$ cat src/rtl/bft_pkt_pkg.sv
// Shared BFT packet definitions: field widths, bit positions, packet struct
// and the packet builder used by the transmit-side packetizer.
package bft_pkt_pkg;

    localparam int PAYLOAD_BITS          = 32;
    localparam int NUM_LEAF_BITS         = 5;
    localparam int NUM_PORT_BITS         = 4;
    localparam int NUM_ADDR_BITS         = 7;
    localparam int PACKET_BITS           = 1 + NUM_LEAF_BITS + NUM_PORT_BITS + NUM_ADDR_BITS + PAYLOAD_BITS;
    localparam int FREESPACE_UPDATE_SIZE = 64;

    localparam int ADDR_LSB  = PAYLOAD_BITS;
    localparam int PORT_LSB  = ADDR_LSB + NUM_ADDR_BITS;
    localparam int LEAF_LSB  = PORT_LSB + NUM_PORT_BITS;
    localparam int VALID_BIT = LEAF_LSB + NUM_LEAF_BITS;

    // Credits equal the destination BRAM depth when the destination is empty
    localparam logic [NUM_ADDR_BITS:0] CREDIT_MAX = (NUM_ADDR_BITS+1)'(2**NUM_ADDR_BITS);

    typedef struct packed {
        logic                     valid;
        logic [NUM_LEAF_BITS-1:0] leaf;
        logic [NUM_PORT_BITS-1:0] port;
        logic [NUM_ADDR_BITS-1:0] addr;
        logic [PAYLOAD_BITS-1:0]  payload;
    } bft_pkt_t;

    // Builds a valid packet by placing each field at its wire position
    function automatic bft_pkt_t make_pkt(
        input logic [NUM_LEAF_BITS-1:0] leaf,
        input logic [NUM_PORT_BITS-1:0] port,
        input logic [NUM_ADDR_BITS-1:0] addr,
        input logic [PAYLOAD_BITS-1:0]  payload
    );
        logic [PACKET_BITS-1:0] w;
        w                               = '0;
        w[VALID_BIT]                    = 1'b1;
        w[LEAF_LSB +: NUM_LEAF_BITS]    = leaf;
        w[PORT_LSB +: NUM_PORT_BITS]    = port;
        w[ADDR_LSB +: NUM_ADDR_BITS]    = addr;
        w[0 +: PAYLOAD_BITS]            = payload;
        return bft_pkt_t'(w);
    endfunction

endpackage

$ cat src/rtl/stream_packetizer_if.sv
// Handshake bundle of the packetizer: operator-side ap_vld/ap_ack word port
// and arbiter-side packet valid/ready port. The slave modport is the packetizer.
interface stream_packetizer_if;
    import bft_pkt_pkg::*;

    logic [PAYLOAD_BITS-1:0] din_user;
    logic                    vld_user;
    logic                    ack_user;
    logic [PACKET_BITS-1:0]  pkt_dout;
    logic                    pkt_vld;
    logic                    pkt_rdy;

    modport master (
        output din_user, vld_user, pkt_rdy,
        input  ack_user, pkt_dout, pkt_vld
    );

    modport slave (
        input  din_user, vld_user, pkt_rdy,
        output ack_user, pkt_dout, pkt_vld
    );
endinterface

$ cat src/rtl/pkt_fifo2.sv
// Two-entry FIFO of formed packets. entry0 is always the head; the output
// reads as zero while empty. Simultaneous push and pop is legal when full.
module pkt_fifo2 #(
    parameter int WIDTH = 49
) (
    input  logic             clk,
    input  logic             reset,
    input  logic             push,
    input  logic [WIDTH-1:0] din,
    input  logic             pop,
    output logic [WIDTH-1:0] dout,
    output logic [1:0]       cnt
);

    logic [WIDTH-1:0] entry0;
    logic [WIDTH-1:0] entry1;
    logic             pop_ok;
    logic             push_ok;

    assign pop_ok  = pop && (cnt != 2'd0);
    assign push_ok = push && ((cnt != 2'd2) || pop_ok);
    assign dout    = (cnt != 2'd0) ? entry0 : '0;

    // Shift-style storage: pops move entry1 into the head, pushes fill the first free slot
    always_ff @(posedge clk) begin
        if (reset) begin
            cnt    <= 2'd0;
            entry0 <= '0;
            entry1 <= '0;
        end else begin
            case ({push_ok, pop_ok})
                2'b10: begin
                    if (cnt == 2'd0) entry0 <= din;
                    else             entry1 <= din;
                    cnt <= cnt + 2'd1;
                end
                2'b01: begin
                    entry0 <= entry1;
                    entry1 <= '0;
                    cnt    <= cnt - 2'd1;
                end
                2'b11: begin
                    if (cnt == 2'd1) begin
                        entry0 <= din;
                    end else begin
                        entry0 <= entry1;
                        entry1 <= din;
                    end
                end
                default: ;
            endcase
        end
    end

endmodule

$ cat src/rtl/stream_packetizer.sv
// Transmit-side BFT packetizer: turns operator words into addressed packets,
// tracks destination BRAM credits and the write address, and buffers up to
// two packets toward the interface arbiter.
// Optional: define PACKETIZER_STALL_CNT_EN to count zero-credit stall cycles
// on stall_cnt; otherwise stall_cnt is tied to zero.
module stream_packetizer
    import bft_pkt_pkg::*;
(
    input  logic                     clk_user,
    input  logic                     reset,
    stream_packetizer_if.slave       bus,
    input  logic [NUM_LEAF_BITS-1:0] dest_leaf,
    input  logic [NUM_PORT_BITS-1:0] dest_port,
    input  logic                     credit_upd,
    output logic [15:0]              stall_cnt
);

    localparam logic [NUM_ADDR_BITS+1:0] CREDIT_UPD_W = (NUM_ADDR_BITS+2)'(FREESPACE_UPDATE_SIZE);

    logic [NUM_ADDR_BITS:0]   credits;
    logic [NUM_ADDR_BITS:0]   credits_next;
    logic [NUM_ADDR_BITS+1:0] credit_sum;
    logic [NUM_ADDR_BITS-1:0] addr_cnt;
    logic [1:0]               fifo_cnt;
    logic                     pop;
    logic                     credit_ok;
    logic                     ack;
    logic                     accept;
    bft_pkt_t                 push_pkt;

    assign pop       = (fifo_cnt != 2'd0) && bus.pkt_rdy;
    assign credit_ok = (credits != '0);
    assign ack       = !reset && ((fifo_cnt < 2'd2) || pop) && credit_ok;
    assign accept    = bus.vld_user && ack;
    assign push_pkt  = make_pkt(dest_leaf, dest_port, addr_cnt, bus.din_user);

    assign bus.ack_user = ack;
    assign bus.pkt_vld  = (fifo_cnt != 2'd0);

    pkt_fifo2 #(
        .WIDTH (PACKET_BITS)
    ) u_fifo (
        .clk   (clk_user),
        .reset (reset),
        .push  (accept),
        .din   (push_pkt),
        .pop   (pop),
        .dout  (bus.pkt_dout),
        .cnt   (fifo_cnt)
    );

    // Net credit change of the cycle (return minus consumption), clipped at the BRAM depth
    always_comb begin
        credit_sum   = {1'b0, credits}
                     + (credit_upd ? CREDIT_UPD_W : '0)
                     - {{(NUM_ADDR_BITS+1){1'b0}}, accept};
        credits_next = credit_sum[NUM_ADDR_BITS:0];
        if (credit_sum > {1'b0, CREDIT_MAX}) begin
            credits_next = CREDIT_MAX;
        end
    end

    // Credit and destination-address registers; the address wraps with the BRAM depth
    always_ff @(posedge clk_user) begin
        if (reset) begin
            credits  <= CREDIT_MAX;
            addr_cnt <= '0;
        end else begin
            credits <= credits_next;
            if (accept) begin
                addr_cnt <= addr_cnt + NUM_ADDR_BITS'(1);
            end
        end
    end

`ifdef PACKETIZER_STALL_CNT_EN
    logic [15:0] stall_q;

    // Counts cycles where the operator offers data but no credit is left
    always_ff @(posedge clk_user) begin
        if (reset) begin
            stall_q <= 16'd0;
        end else if (bus.vld_user && !credit_ok && (stall_q != 16'hFFFF)) begin
            stall_q <= stall_q + 16'd1;
        end
    end

    assign stall_cnt = stall_q;
`else
    assign stall_cnt = 16'd0;
`endif

endmodule
$ cat src/flat_wrapper.sv
// flat-port wrapper written by rule: the top's interface ports become plain ports
module stream_packetizer_flat import bft_pkt_pkg::*;
  (clk_user, reset, dest_leaf, dest_port, credit_upd, stall_cnt, bus_din_user, bus_vld_user, bus_pkt_rdy, bus_ack_user, bus_pkt_dout, bus_pkt_vld);
  stream_packetizer_if bus_i ();
  input  logic clk_user;
  input  logic reset;
  input  logic [NUM_LEAF_BITS-1:0] dest_leaf;
  input  logic [NUM_PORT_BITS-1:0] dest_port;
  input  logic credit_upd;
  output logic [15:0] stall_cnt;
  input wire logic [$bits(bus_i.din_user)-1:0] bus_din_user;
  input wire logic [$bits(bus_i.vld_user)-1:0] bus_vld_user;
  input wire logic [$bits(bus_i.pkt_rdy)-1:0] bus_pkt_rdy;
  output wire logic [$bits(bus_i.ack_user)-1:0] bus_ack_user;
  output wire logic [$bits(bus_i.pkt_dout)-1:0] bus_pkt_dout;
  output wire logic [$bits(bus_i.pkt_vld)-1:0] bus_pkt_vld;
  assign bus_i.din_user = bus_din_user;
  assign bus_i.vld_user = bus_vld_user;
  assign bus_i.pkt_rdy = bus_pkt_rdy;
  assign bus_ack_user = bus_i.ack_user;
  assign bus_pkt_dout = bus_i.pkt_dout;
  assign bus_pkt_vld = bus_i.pkt_vld;
  stream_packetizer u_core (.clk_user(clk_user), .reset(reset), .bus(bus_i), .dest_leaf(dest_leaf), .dest_port(dest_port), .credit_upd(credit_upd), .stall_cnt(stall_cnt));
endmodule
$ cat config.mk
export PLATFORM = sky130hd
export DESIGN_NAME = stream_packetizer_flat
export DESIGN_NICKNAME = d
export VERILOG_FILES = /design/src/rtl/bft_pkt_pkg.sv /design/src/rtl/stream_packetizer_if.sv /design/src/rtl/pkt_fifo2.sv /design/src/rtl/stream_packetizer.sv /design/src/flat_wrapper.sv
export SDC_FILE = /design/constraint.sdc
export NUM_CORES = 1
export LEC_CHECK = 0
export ABC_CLOCK_PERIOD_IN_PS = 3400
export BUFFER_PORTS_ARGS = -buffer_cell sky130_fd_sc_hd__buf_2
export CORE_MARGIN = 8
export CORE_UTILIZATION = 45
export CTS_CLUSTER_DIAMETER = 80
export CTS_CLUSTER_SIZE = 16
export DETAILED_ROUTE_END_ITERATION = 10
export GPL_TIMING_DRIVEN = 0
export PLACE_DENSITY = 0.8
export SKIP_LAST_GASP = 1
export SYNTH_ARGS = -nofsm -noshare
export SYNTH_HDL_FRONTEND = slang
export SYNTH_HIERARCHICAL = 1
export SYNTH_SLANG_ARGS = --single-unit
$ cat constraint.sdc
create_clock -name clk_user -period 3.4 [get_ports clk_user]
set_input_delay 0.34 -clock clk_user [delete_from_list [all_inputs] [get_ports clk_user]]
set_output_delay 0.34 -clock clk_user [all_outputs]
set_load 0.1 [all_outputs]
==> impl_metrics.env <==
export IMPL_initial_core_util_pct=45.4
export IMPL_antenna_found_initial=0
export IMPL_ys_types=50
export IMPL_n_fill_cell=1132
export IMPL_syn2layout_area_growth_pct=24.9
export IMPL_cp_start_kind="register"
export IMPL_insertion_delay_ns=0.42
export IMPL_grt_max_degree=17
export IMPL_met1_usage_pct=22.0
export IMPL_p_per_area_mw_per_mm2=935
export IMPL_slew_headroom_pct=58.1
export IMPL_routed_wl_mm=15.4
export IMPL_final_nets=900
export IMPL_dp_hpwl_mm=10.7
export IMPL_cts_tree="built"
export IMPL_gp_congestion=0.864
export IMPL_status="finished, final reports clean"
export IMPL_fin_util_pct=56.7
export IMPL_core_mm2=0.0125
export IMPL_grt_busiest_layer="met2"
export IMPL_ios=113
export IMPL_clock_sinks=115
export IMPL_clockRootBuffer="clkbuf_16"
export IMPL_ys_warn_count=6
export IMPL_final_area_mm2=0.00706
export IMPL_first_pass_iters=6
export IMPL_slew_viol_final=0
export IMPL_mostFrequentLayoutCell="dfxtp_1"
export IMPL_period_needed_ns=3.27
export IMPL_place_port_buffers=96
export IMPL_worst_pin_slew_ns=0.628
export IMPL_crit_type="reg2reg"
export IMPL_grt_pass1_vias=5158
export IMPL_layout_drive_gt1_share_pct=21.4
export IMPL_fmax_mhz=306
export IMPL_synth_edff_count=0
export IMPL_synthArstFlopShare_pct=0
export IMPL_maxCapViolCount=0
export IMPL_place_area_mm2=0.00641
export IMPL_drt_iter0_markers=491
export IMPL_max_clock_path_buffers=2
export IMPL_fp_dieW_um=128
export IMPL_finalClockSkew_ns=0.00858
export IMPL_fin_tns_setup_ns=0
export IMPL_whs_ns=0.154
export IMPL_globalRouteOverflowTotal=0
export IMPL_ys_ff_latch=115
export IMPL_fin_crit_sh_pct=96.1
export IMPL_syn_area_mm2=0.00566
export IMPL_required_ns=3.69
export IMPL_fp_dieH_um=128
export IMPL_hold_class="in2reg"
export IMPL_wl_per_cell_um=15.0
export IMPL_avgViaCountPerCell=5.27
export IMPL_setup_viol=0
export IMPL_use_met3_pct=5.49
export IMPL_final_cell_mix="115 x dfxtp_1, 107 x buf_2, 106 x nand2_1, 64 x nor2_1, 53 x nor2b_1"
export IMPL_avgSynthCellArea_um2=8.04
export IMPL_grt_pass1_wl_mm=24.5
export IMPL_synthFlopType="dfxtp_1"
export IMPL_row_count=41
export IMPL_synthCells=704
export IMPL_hold_violations=0
export IMPL_numCtsBuffers=17
export IMPL_vias=5381
export IMPL_path_clk_slew_ns=0.05
export IMPL_ant_nets=0
export IMPL_r2r_slack_ns=0.13
export IMPL_die_area_mm2=0.0164
export IMPL_dpl_worst_slack_ns=-0.354
export IMPL_postCtsHoldBufs=0
export IMPL_seq_area_frac_synth_pct=40.7
export IMPL_fin_ws_ns=0.133
export IMPL_antenna_cells=0
export IMPL_use_met2_pct=29.9
export IMPL_htree_levels=4
export IMPL_grt_usage_pct=18.5
export IMPL_critical_path_max_fanout=4
export IMPL_crit_arrival_ns=3.56
export IMPL_drc=0
export IMPL_p_leak_uw=0.00287
export IMPL_ir_worst_vdd_mv=0.422
export IMPL_endpoint_kind="register"
[stage by stage]
step,total power [µW],instances
global route,6940,1022
finish,6610,1022
detailed placement,4670,988
CTS,6450,1020
floorplan,4100,720
global placement,4610,988
[sequential cells by signal (all words and copies together) (netlist names)]
signal	count
u_core/addr_cnt	7
u_core/u_fifo/cnt	2
u_core/u_fifo/entry0	49
u_core/u_fifo/entry1	49
u_core/credits	8
[path summary, 6_finish.rpt]
| kind | endpoint | startpoint | cells past startpoint |
|---|---|---|---|
| setup / recovery | u_core/credits[0] | u_core/credits[2] | 15 |
| hold / removal | u_core/u_fifo/entry1[13] | bus_din_user[13] | 3 |
| setup reg to reg | u_core/credits[0] | u_core/credits[2] | 15 |
| hold reg to reg | u_core/u_fifo/entry1[39] | u_core/u_fifo/entry1[39] | 2 |
[timing repair]
action	in CTS	in global routing
setup endpoints to repair	8	5
buffers inserted	1	2
cloned	0	0
resized for setup	2	10
pin swaps	1	5
[metal layers]
layer	wire, µm	part of all wire [%]
met3	1120	7.3
met4	289	1.9
met5	0	0
met1	6660	43
met2	7300	48
[report_power, final]
part           internal, µW  switching, µW
sequential             1640            155
clock                  1130            616
combinational           987           2080
[cell type report]
class	count	area, µm²	share of cell area [%]
sequential	115	2300	32.6
clock buffer	22	474	6.71
buffer	70	355	5.03
tap	172	215	3.05
clock inverter	9	105	1.49
multi-input combinational	516	3040	43.0
timing repair buffer	99	503	7.12
inverter	19	71.3	1.01
[cells in the mapped netlist, types with 2 or more instances]
library cell    n  share of area, %
a311oi_1       50               7.7
buf_4          17               2.3
or3b_1          3              0.46
a21oi_2         3              0.46
nor2b_1        53               5.9
xor2_1          5              0.77
nand2b_1       50               5.5
buf_6           2              0.40
clkbuf_1       40               2.7
nor2_1         64               4.2
nand4_1         2              0.22
dfxtp_1       115                41
buf_2          11              0.97
a21o_1          2              0.27
inv_1          19               1.3
xnor2_1         4              0.62
a211oi_1        3              0.40
o21ai_1        21               1.9
and3_1          2              0.22
mux2i_1         2              0.35
nand3_1        49               4.3
or2_2           2              0.22
ha_1           15               3.3
o21ai_0        30               2.7
a21oi_1         5              0.44
nand2_1       106               7.0
conb_1          2              0.13
nor3_1          5              0.44
[critical path, stage by stage, from the launching register on]
cell,delay [ns]
dfxtp_1,0.34
inv_2,0.07
ha_2,0.17
nor4bb_4,0.39
a2111oi_4,0.13
ha_2,0.20
inv_1,0.06
ha_2,0.18
inv_1,0.05
fa_2,0.35
or3b_4,0.40
a211oi_4,0.24
nor3_2,0.08
a311oi_2,0.23
buf_4,0.18
nor3_1,0.05
[kinds of logic (layout without fill, tap and decap cells)]
logic type | after synthesis | in the layout | synth area share [%]
flip-flops | 115 | 115 | 40.7
adder cells (fa/ha/maj) | 16 | 16 | 3.67
AND/OR/NAND/NOR | 347 | 347 | 30.3
AO/OA/AOI/OAI | 124 | 124 | 15.9
other | 2 | 18 | 0.133
XOR/XNOR | 9 | 9 | 1.39
buffers and inverters | 89 | 219 | 7.54
multiplexers | 2 | 2 | 0.354
Power figures use the tool's default switching activity.
